**src/rtl/c1541_pkg.sv**
```systemverilog
// Shared constants, state encoding and byte-period helper for the 1541
// disk-side head controller.
package c1541_pkg;

  localparam int HTRACK_MAX = 83;  // highest half-track (track 42.5)
  localparam int HTRACK_RST = 34;  // half-track after reset (track 18)
  localparam int BYTE_LOW   = 64;  // clk32 cycles byte_n is held low

  typedef enum logic {WAIT_TRK, RUN} state_t;

  // clk32 cycles per GCR byte for a speed zone: 64*(16-freq)
  function automatic logic [10:0] byte_period(input logic [1:0] freq);
    logic [4:0] mul;
    mul = 5'd16 - {3'b000, freq};
    return {mul, 6'b000000};
  endfunction

endpackage

```
**src/rtl/c1541_byte_timer.sv**
```systemverilog
// Byte-period counter for the GCR stream.
// Ports:
//   clk32, reset : clock, async active-high reset
//   en           : count (head running on a formatted track)
//   clr          : force the counter back to 0 (not streaming)
//   freq         : speed zone, sampled at counter 0
//   tick0, tick2 : counter is 0 / 2 while enabled
//   win          : counter inside the byte_n-low window (3..3+BYTE_LOW-1)
module c1541_byte_timer
  import c1541_pkg::*;
(
  input  logic       clk32,
  input  logic       reset,
  input  logic       en,
  input  logic       clr,
  input  logic [1:0] freq,
  output logic       tick0,
  output logic       tick2,
  output logic       win
);

  localparam logic [9:0] WIN_LO = 10'd3;
  localparam logic [9:0] WIN_HI = 10'(3 + BYTE_LOW);

  logic [9:0]  cnt;
  logic [10:0] period;

  // The period is never below 832, so wrapping cannot coincide with
  // counter 0 and the previously sampled period is always the right one.
  always_ff @(posedge clk32 or posedge reset) begin
    if (reset) begin
      cnt    <= '0;
      period <= byte_period(2'd0);
    end else if (clr) begin
      cnt <= '0;
    end else if (en) begin
      if (cnt == 10'd0) period <= byte_period(freq);
      if ({1'b0, cnt} == period - 11'd1) cnt <= '0;
      else                               cnt <= cnt + 10'd1;
    end
  end

  assign tick0 = en && (cnt == 10'd0);
  assign tick2 = en && (cnt == 10'd2);
  assign win   = (cnt >= WIN_LO) && (cnt < WIN_HI);

endmodule

```
**src/rtl/c1541_head_ctrl.sv**
```systemverilog
// 1541 disk-side head controller: tracks the head from the stepper phases,
// requests track-buffer loads from the host, streams GCR bytes out of the
// buffer at the zone bit rate and commits written bytes back.
// Ports:
//   clk32, reset         : 32 MHz clock, async active-high reset
//   mtr, stp, freq, mode : VIA motor / stepper / zone / read(1)-write(0)
//   dout / din           : byte from / to the drive logic
//   sync_n, byte_n       : sync-mark and byte-ready strobes
//   htrack               : current half-track
//   trk_req/dirty/ack/len: host load handshake
//   buf_*                : dual-port track buffer (1-cycle read latency)
module c1541_head_ctrl
  import c1541_pkg::*;
(
  input  logic        clk32,
  input  logic        reset,
  input  logic        mtr,
  input  logic [1:0]  stp,
  input  logic [1:0]  freq,
  input  logic        mode,
  input  logic [7:0]  dout,
  output logic [7:0]  din,
  output logic        sync_n,
  output logic        byte_n,
  output logic [6:0]  htrack,
  output logic        trk_req,
  output logic        trk_dirty,
  input  logic        trk_ack,
  input  logic [12:0] trk_len,
  output logic [12:0] buf_addr,
  input  logic [7:0]  buf_rd_data,
  output logic [7:0]  buf_wr_data,
  output logic        buf_we
);

  localparam logic [6:0] HT_MAX = 7'(HTRACK_MAX);
  localparam logic [6:0] HT_RST = 7'(HTRACK_RST);

  state_t      state, state_nxt;
  logic [1:0]  stp_q, delta;
  logic [6:0]  ht_nxt;
  logic        step_chg, accept, active;
  logic        tick0, tick2, win, tk0, tk2;
  logic [12:0] len_q, addr;
  logic        first, mode_q, sync_q, prev_ff, rd_ff;

  // Stepper: the phase difference modulo 4 gives the step direction.
  assign delta = stp - stp_q;

  always_comb begin
    ht_nxt   = htrack;
    step_chg = 1'b0;
    if (delta == 2'd1 && htrack != HT_MAX) begin
      ht_nxt   = htrack + 7'd1;
      step_chg = 1'b1;
    end else if (delta == 2'd3 && htrack != 7'd0) begin
      ht_nxt   = htrack - 7'd1;
      step_chg = 1'b1;
    end
  end

  always_ff @(posedge clk32 or posedge reset) begin
    if (reset) state <= WAIT_TRK;
    else       state <= state_nxt;
  end

  // A real head move always wins over an ack or a byte boundary.
  always_comb begin
    state_nxt = state;
    if (step_chg)                          state_nxt = WAIT_TRK;
    else if (state == WAIT_TRK && trk_ack) state_nxt = RUN;
  end

  assign accept = (state == WAIT_TRK) && trk_ack && !step_chg;
  assign active = (state == RUN) && mtr && (len_q != 13'd0);

  c1541_byte_timer u_timer (
    .clk32 (clk32),
    .reset (reset),
    .en    (active),
    .clr   (state != RUN),
    .freq  (freq),
    .tick0 (tick0),
    .tick2 (tick2),
    .win   (win)
  );

  assign tk0   = tick0 && !step_chg;
  assign tk2   = tick2 && !step_chg;
  assign rd_ff = (buf_rd_data == 8'hFF);

  // At each byte boundary the byte that just finished is committed to its
  // own (pre-advance) address; the first boundary after a load has no
  // finished byte behind it, so it neither writes nor advances.
  assign buf_addr    = addr;
  assign buf_we      = tk0 && !mode_q && !first;
  assign buf_wr_data = buf_we ? dout : 8'h00;

  assign sync_n = sync_q || !active;
  assign byte_n = !(active && win && sync_q);

  always_ff @(posedge clk32 or posedge reset) begin
    if (reset) begin
      stp_q     <= 2'd0;
      htrack    <= HT_RST;
      trk_req   <= 1'b0;
      trk_dirty <= 1'b0;
      len_q     <= '0;
      addr      <= '0;
      first     <= 1'b1;
      mode_q    <= 1'b1;
      din       <= 8'h00;
      sync_q    <= 1'b1;
      prev_ff   <= 1'b0;
    end else begin
      stp_q  <= stp;
      htrack <= ht_nxt;
      // A head move forces one low cycle so the host sees a fresh edge.
      trk_req <= (state_nxt == WAIT_TRK) && !step_chg;
      if (buf_we) trk_dirty <= 1'b1;
      if (accept) begin
        len_q     <= trk_len;
        addr      <= '0;
        first     <= 1'b1;
        trk_dirty <= 1'b0;
        sync_q    <= 1'b1;
        prev_ff   <= 1'b0;
      end
      if (tk0) begin
        first  <= 1'b0;
        mode_q <= mode;  // mode switches only on a byte boundary
        if (!first) addr <= (addr == len_q - 13'd1) ? 13'd0 : addr + 13'd1;
      end
      if (tk2) begin
        if (mode_q) begin
          din     <= buf_rd_data;
          sync_q  <= !(rd_ff && prev_ff);
          prev_ff <= rd_ff;
        end else begin
          sync_q  <= 1'b1;
          prev_ff <= 1'b0;
        end
      end
    end
  end

endmodule
```
**config.mk**
```make
export PLATFORM = sky130hd
export DESIGN_NAME = c1541_head_ctrl
export DESIGN_NICKNAME = d
export VERILOG_FILES = /design/src/rtl/c1541_pkg.sv /design/src/rtl/c1541_byte_timer.sv /design/src/rtl/c1541_head_ctrl.sv
export SDC_FILE = /design/constraint.sdc
export NUM_CORES = 1
export LEC_CHECK = 0
export CORE_MARGIN = 4
export CORE_UTILIZATION = 52
export DETAILED_ROUTE_END_ITERATION = 16
export GPL_TIMING_DRIVEN = 0
export PLACE_DENSITY = 0.85
export SETUP_SLACK_MARGIN = 0.4
export SYNTH_ARGS = -nofsm -noshare
export SYNTH_HDL_FRONTEND = slang
export SYNTH_SLANG_ARGS = --single-unit
```
**constraint.sdc**
```tcl
create_clock -name clk32 -period 2.8 [get_ports clk32]
set_input_delay 0.42 -clock clk32 [delete_from_list [all_inputs] [get_ports clk32]]
set_output_delay 0.42 -clock clk32 [all_outputs]
set_load 0.01 [all_outputs]
```
==> results.md, run 1 <==
* Status: finished with violations
* Failing checks: negative setup slack
* Clock-pin slew on the worst setup and hold paths at 0.08 ns
* Grt ovf at 0
* Vias at 3581
* N_diodes at 0
* Final Hold Fails at 0
* Routed vias/inst at 5.794
* FILL cells at 475
* Synth-to-layout area growth at 43.68%
* Layout Skew at 0.009404 ns
* Setup Crit Path Kind: flop to primary output
* FFs w/ async S/R, synth at 100.0%
* Synth Flop Type: dfrtp_1
* DPL Wire Length at 6843 um
* Final Setup Violations at 1
* Avg Cell Area, Syn at 9.974 um^2
* Routability Congestion at 0.8677
* Highest-count cells in the layout ignoring fill and taps: clkdlybuf4s50_1, dfrtp_1, nand2_1
* Cell Area, Placed at 4882 um^2
* Multi-input gate area at 2426 um^2
* Post-synth EDFFs at 0
* Drt total wl at 11140 um
* Die area at 8971 um^2
* Largest net degree at the start of global routing at 34
* Layout cells sized above 1 at 30.83%
* Synthesized instance count at 392
* Synth area leaders: dfrtp_1, mux2_2, ha_1, nand2_1, xnor2_1
* H-tree Lvls at 3
* Num CTS Buffers at 9
* Max Buffers Root-to-Sink at 2
* Critical path required time at 2.38 ns
* Routed length per instance at 18.02 um
* Clk_lat worst skew at 0.36 ns
* # clock sinks at 64
* Detail Route Antenna Nets at 0
* Die Span X at 94.72 um
* Fmax at 356.4 MHz
* Arrival @ worst endpoint at 2.39 ns
* Initial DRC Count at 173
* # nets final at 568
* DRC at 0
* Synth top area share at 37.12%
* First-pass GRT wire length at 16420 um
* Slew Viols, Final at 0
* Pwr dens at 696.4 nW/um^2
* CTS tree: done
* CP endpoint kind: primary output
* CP max FO at 5
* Fin worst setup slack at -0.006093 ns
* Number of global-route vias before repair at 3418
* Worst VDD drop at 0.0004563 V
* Crit start category: flop
* Mapped Nets at 446
* Initial Utilization at 53.62%
* Design Area, Final at 5618 um^2
* Warnings, synthesis at 0
* Tightest Hold Check Type: input port to flop
* Total GRT Usage at 23.52%
* Commonest non-fill, non-tap cell in the layout: clkdlybuf4s50_1
* Core Region at 7292 um^2
* Cell area after synthesis at 3910 um^2
* Area leader, netlist: dfrtp_1
* Worst slew pin tran at 0.7244 ns
* Unique cell type count in the Yosys netlist at 58
* Register bit total from synthesis at 64
* Initial antenna violation count at 0
* Final hold slack at 0.2718 ns
* Die Y at 94.72 um
* TritonRoute pass-1 iters at 6
* Slew HR at 51.64%
* # port buffers at 78
* Post-synthesis sequential area ratio at 41.15%
* Unrepaired setup endpoints after global routing: yes
* Final Cycle Share at 100.2%
* Num rows at 31
* Fin crit period at 2.806 ns
* IO Pins at 79
* Total of max-cap violations at 0
* Register Area at 1614 um^2
* Root buf cell: clkbuf_8
* Lkg Pwr at 2.514 nW
## area by class of cell
type                            count  share of cell area, %
Tap cell                           99                  2.205
Sequential cell                    64                  28.73
Clock inverter                      2                 0.6236
Buffer                             13                  1.403
Clock buffer                       14                  3.252
Timing Repair Buffer              111                  19.40
Multi-Input combinational cell    299                  43.18
Inverter                           16                  1.203
## stage by stage
step | utilization (%) | power (mW) | instances | TNS, ns | setup WS [ns]
final | 77.04 | 3.912 | 618 | -0.006093 | -0.006093
after global routing | 77.04 | 4.112 | 618 | -0.5368 | -0.1059
after CTS | 74.40 | 3.739 | 609 | 0 | 0.01950
after detailed placement | 66.95 | 2.655 | 570 | -15.58 | -1.051
after global placement | 66.68 | 2.591 | 569 | -31.80 | -0.9407
after floorplan | - | 2.217 | 392 | 0 | 0.2971
## sequential cells by signal, indices dropped and copies added (netlist names)
name and flops:
buf_addr 13, din 8, first 1, htrack 7, len_q 13, mode_q 1, prev_ff 1, state 1
stp_q 2, sync_q 1, trk_dirty 1, trk_req 1, u_timer.cnt 10, u_timer.period 4
## worst max-delay path, cell delays in order, from the launching register on
cell and delay (ns):
dfrtp_1 0.39, or4_4 0.56, nor2_4 0.10, nor4b_4 0.20
and2_4 0.18, nor2b_4 0.20, buf_8 0.13, and2_1 0.14
buf_2 0.14
## synth_stat cells, types with 9 or more instances
| master | n |
|---|---|
| dfrtp_1 | 58 |
| and2_1 | 16 |
| nand3_1 | 12 |
| o21ai_0 | 22 |
| mux2_2 | 25 |
| o221ai_2 | 9 |
| nor2_1 | 15 |
| nor3_1 | 10 |
| nor2b_1 | 9 |
| ha_1 | 15 |
| inv_1 | 16 |
| and3_1 | 10 |
| xor2_1 | 10 |
| xnor2_1 | 19 |
| nand2_1 | 48 |
## worst paths after layout
path / start / end / slack (ns) / cells past startpoint
max: u_timer.cnt[2]$_DFFE_PP0P_ / buf_wr_data[1] / -0.006 / 8
min: stp[1] / stp_q[1]$_DFF_PP0_ / 0.27 / 1
max reg2reg: len_q[1]$_DFFE_PP0P_ / buf_addr[5]$_DFF_PP0_ / 0.15 / 10
min reg2reg: prev_ff$_DFFE_PP0P_ / sync_q$_DFFE_PP1P_ / 0.44 / 1
max in group asynchronous: reset / mode_q$_DFFE_PP1P_ / 1.61 / 3
min in group asynchronous: reset / stp_q[1]$_DFF_PP0_ / 0.51 / 2
## cell families (layout without fill, tap and decap cells)
| group | after synthesis | in the layout | synth area share (%) |
|---|---|---|---|
| buffers and inverters | 29 | 156 | 3.104 |
| xor gates and xnor gates | 30 | 30 | 7.072 |
| adders and majority gates | 16 | 16 | 5.312 |
| AOI/OAI and AO/OA | 72 | 72 | 14.50 |
| muxes | 26 | 26 | 7.456 |
| and+or+nand+nor | 155 | 155 | 21.41 |
| DFF | 64 | 64 | 41.15 |
## layer usage
layer | up-vias | part of all wire (%) | GRT usage [%] | wire [um]
met1 | 1733 | 39 | 29.02 | 4327
met5 | - | 0 | 0 | 0
met4 | 0 | 2.2 | 8.293 | 248
met2 | 175 | 53 | 41.46 | 5868
met3 | 26 | 6.2 | 3.825 | 691
li1 | 1647 | - | - | -
## report_power, final
group,internal (mW),switching [mW]
Sequential,1.14,0.261
Combinational,0.847,0.780
Clock,0.508,0.377
Total,2.49,1.42
## what timing repair did
action | CTS | global route
gates resized for setup | 84 | 37
pin swaps | 24 | 23
cloned | 2 | 0
setup endpoints to repair | 54 | 44
setup buffers | 21 | 9
hold buffers | 0 | 0
No activity file was read; power rests on OpenSTA's default activity.
==> run 2: changes to the inputs <==
--- a/config.mk
+++ b/config.mk
@@ -8,6 +8,7 @@
 export CORE_MARGIN = 4
 export CORE_UTILIZATION = 52
 export DETAILED_ROUTE_END_ITERATION = 16
+export GPL_ROUTABILITY_DRIVEN = 0
 export GPL_TIMING_DRIVEN = 0
 export PLACE_DENSITY = 0.85
 export SETUP_SLACK_MARGIN = 0.4
==> results of run 2 <==
Final layout, timing and power as in run 1 (identical DEF).
==> run 3: changes to the inputs <==
--- a/config.mk
+++ b/config.mk
@@ -6,11 +6,10 @@
 export NUM_CORES = 1
 export LEC_CHECK = 0
 export CORE_MARGIN = 4
-export CORE_UTILIZATION = 52
+export CORE_UTILIZATION = 28
 export DETAILED_ROUTE_END_ITERATION = 16
-export GPL_ROUTABILITY_DRIVEN = 0
 export GPL_TIMING_DRIVEN = 0
-export PLACE_DENSITY = 0.85
+export PLACE_DENSITY = 0.53
 export SETUP_SLACK_MARGIN = 0.4
 export SYNTH_ARGS = -nofsm -noshare
 export SYNTH_HDL_FRONTEND = slang
==> results.md, run 3 (same netlist as run 1, synthesis figures left out) <==
* Total of max-cap violations at 0
* Max Buffers Root-to-Sink at 2
* # port buffers at 78
* Grt ovf at 0
* Core Util, Final at 42.91%
* Synth-to-layout area growth at 47.65%
* Clk_lat worst skew at 0.33 ns
* CTS Hold Bufs at 0
* FILL cells at 1320
* R2R Setup Slk at 0.21 ns
* Final Cycle Share at 98.45%
* # nets final at 561
* DPL Wire Length at 7875 um
* Fin worst setup slack at 0.04327 ns
* Number of global-route vias before repair at 3485
* Core Region at 13450 um^2
* Lkg Pwr at 2.519 nW
* Arrival @ worst endpoint at 2.34 ns
* Slew Viols, Final at 0
* Worst VDD drop at 0.0002871 V
* Total GRT Usage at 14.06%
* Drt total wl at 11080 um
* Fmax at 362.7 MHz
* Root buf cell: clkbuf_16
* Setup Crit Path Kind: flop to primary output
* Routability Congestion at 0.8333
* # clock sinks at 64
* H-tree Lvls at 3
* CTS tree: done
* CP endpoint kind: primary output
* Num rows at 42
* Routed vias/inst at 4.914
* Fin crit period at 2.757 ns
* Worst slew pin tran at 0.8081 ns
* Tightest Hold Check Type: input port to flop
* Final Setup Violations at 0
* Critical path required time at 2.38 ns
* Non-Filler Instances at 688
* IO Pins at 79
* Placed Instances at 646
* Commonest non-fill, non-tap cell in the layout: clkdlybuf4s50_1
* CP max FO at 5
* Layout cells sized above 1 at 30.47%
* Initial antenna violation count at 0
* Vias at 3381
* Status: complete, no violations
* Highest-count cells in the layout ignoring fill and taps: clkdlybuf4s50_1, dfrtp_1, nand2_1
* Detail Route Antenna Nets at 0
* TritonRoute pass-1 iters at 4
* Pwr dens at 720.0 nW/um^2
* First-pass GRT wire length at 18050 um
* Dpl ws at -1.167 ns
* Unrepaired setup endpoints after global routing: yes
* Die area at 15920 um^2
* Die Y at 126.2 um
* Final Hold Fails at 0
* Clock-pin slew on the worst setup and hold paths at 0.06 ns
* Routed length per instance at 16.10 um
* DRC at 0
* Slew HR at 46.12%
* Largest net degree at the start of global routing at 65
* Die Span X at 126.2 um
* Initial DRC Count at 230
* Layout Skew at 0.009297 ns
* Initial Utilization at 29.06%
* Num CTS Buffers at 9
* N_diodes at 0
* Crit start category: flop
run 3: layout make-up:
class                           instances  area (um^2)  share of cell area, %
Buffer                                 13        81.33                  1.409
Clock buffer                           11        252.7                  4.378
Clock inverter                          5        55.05                 0.9536
Inverter                               16        75.07                  1.300
Multi-Input combinational cell        299         2452                  42.48
Sequential cell                        64         1612                  27.92
Tap cell                              176        220.2                  3.814
Timing Repair Buffer                  104         1025                  17.75
run 3: worst max-delay path: stages, from the launching register on:
cell and delay (ns):
dfrtp_1 0.39, or4_4 0.57, nor2_4 0.10, nor4b_4 0.20, and2_4 0.18, nor2b_4 0.20
buf_8 0.14, and2_4 0.14, buf_6 0.10
run 3: per-layer routing:
layer	GRT usage, %	wire length [um]	vias to the layer above
met4	3.849	143	0
li1	-	-	1634
met3	3.175	479	12
met5	0	0	-
met1	18.53	4969	1655
met2	23.29	5485	80
run 3: worst paths after layout:
path | start | end | cells past startpoint
max | u_timer.cnt[5]$_DFFE_PP0P_ | buf_wr_data[4] | 8
min | stp[1] | stp_q[1]$_DFF_PP0_ | 1
max reg2reg | stp_q[0]$_DFF_PP0_ | htrack[6]$_DFFE_PP0P_ | 12
min reg2reg | prev_ff$_DFFE_PP0P_ | sync_q$_DFFE_PP1P_ | 1
max in group asynchronous | reset | len_q[0]$_DFFE_PP0P_ | 2
min in group asynchronous | reset | stp_q[1]$_DFF_PP0_ | 2
run 3: timing repair:
action	CTS	global route
pin swaps	20	17
setup buffers	20	4
endpoints found under the setup margin	60	40
gates resized for setup	107	26
cloned	2	0
run 3: stage by stage:
step	total power [mW]	TNS (ns)	hold WS, ns	cell area [um^2]
global placement	2.626	-46.50	0.4254	4959
global route	4.404	-0.4343	0.2598	5773
finish	4.156	0	0.2544	5773
floorplan	2.217	0	0.4088	3958
detailed placement	2.673	-19.74	0.4320	4961
CTS	4.057	-0.2550	0.4293	5640
run 3: power by group:
part | total [mW] | switching, mW | internal (mW)
Sequential | 1.41 | 0.275 | 1.14
Clock | 1.16 | 0.421 | 0.734
Combinational | 1.59 | 0.739 | 0.848
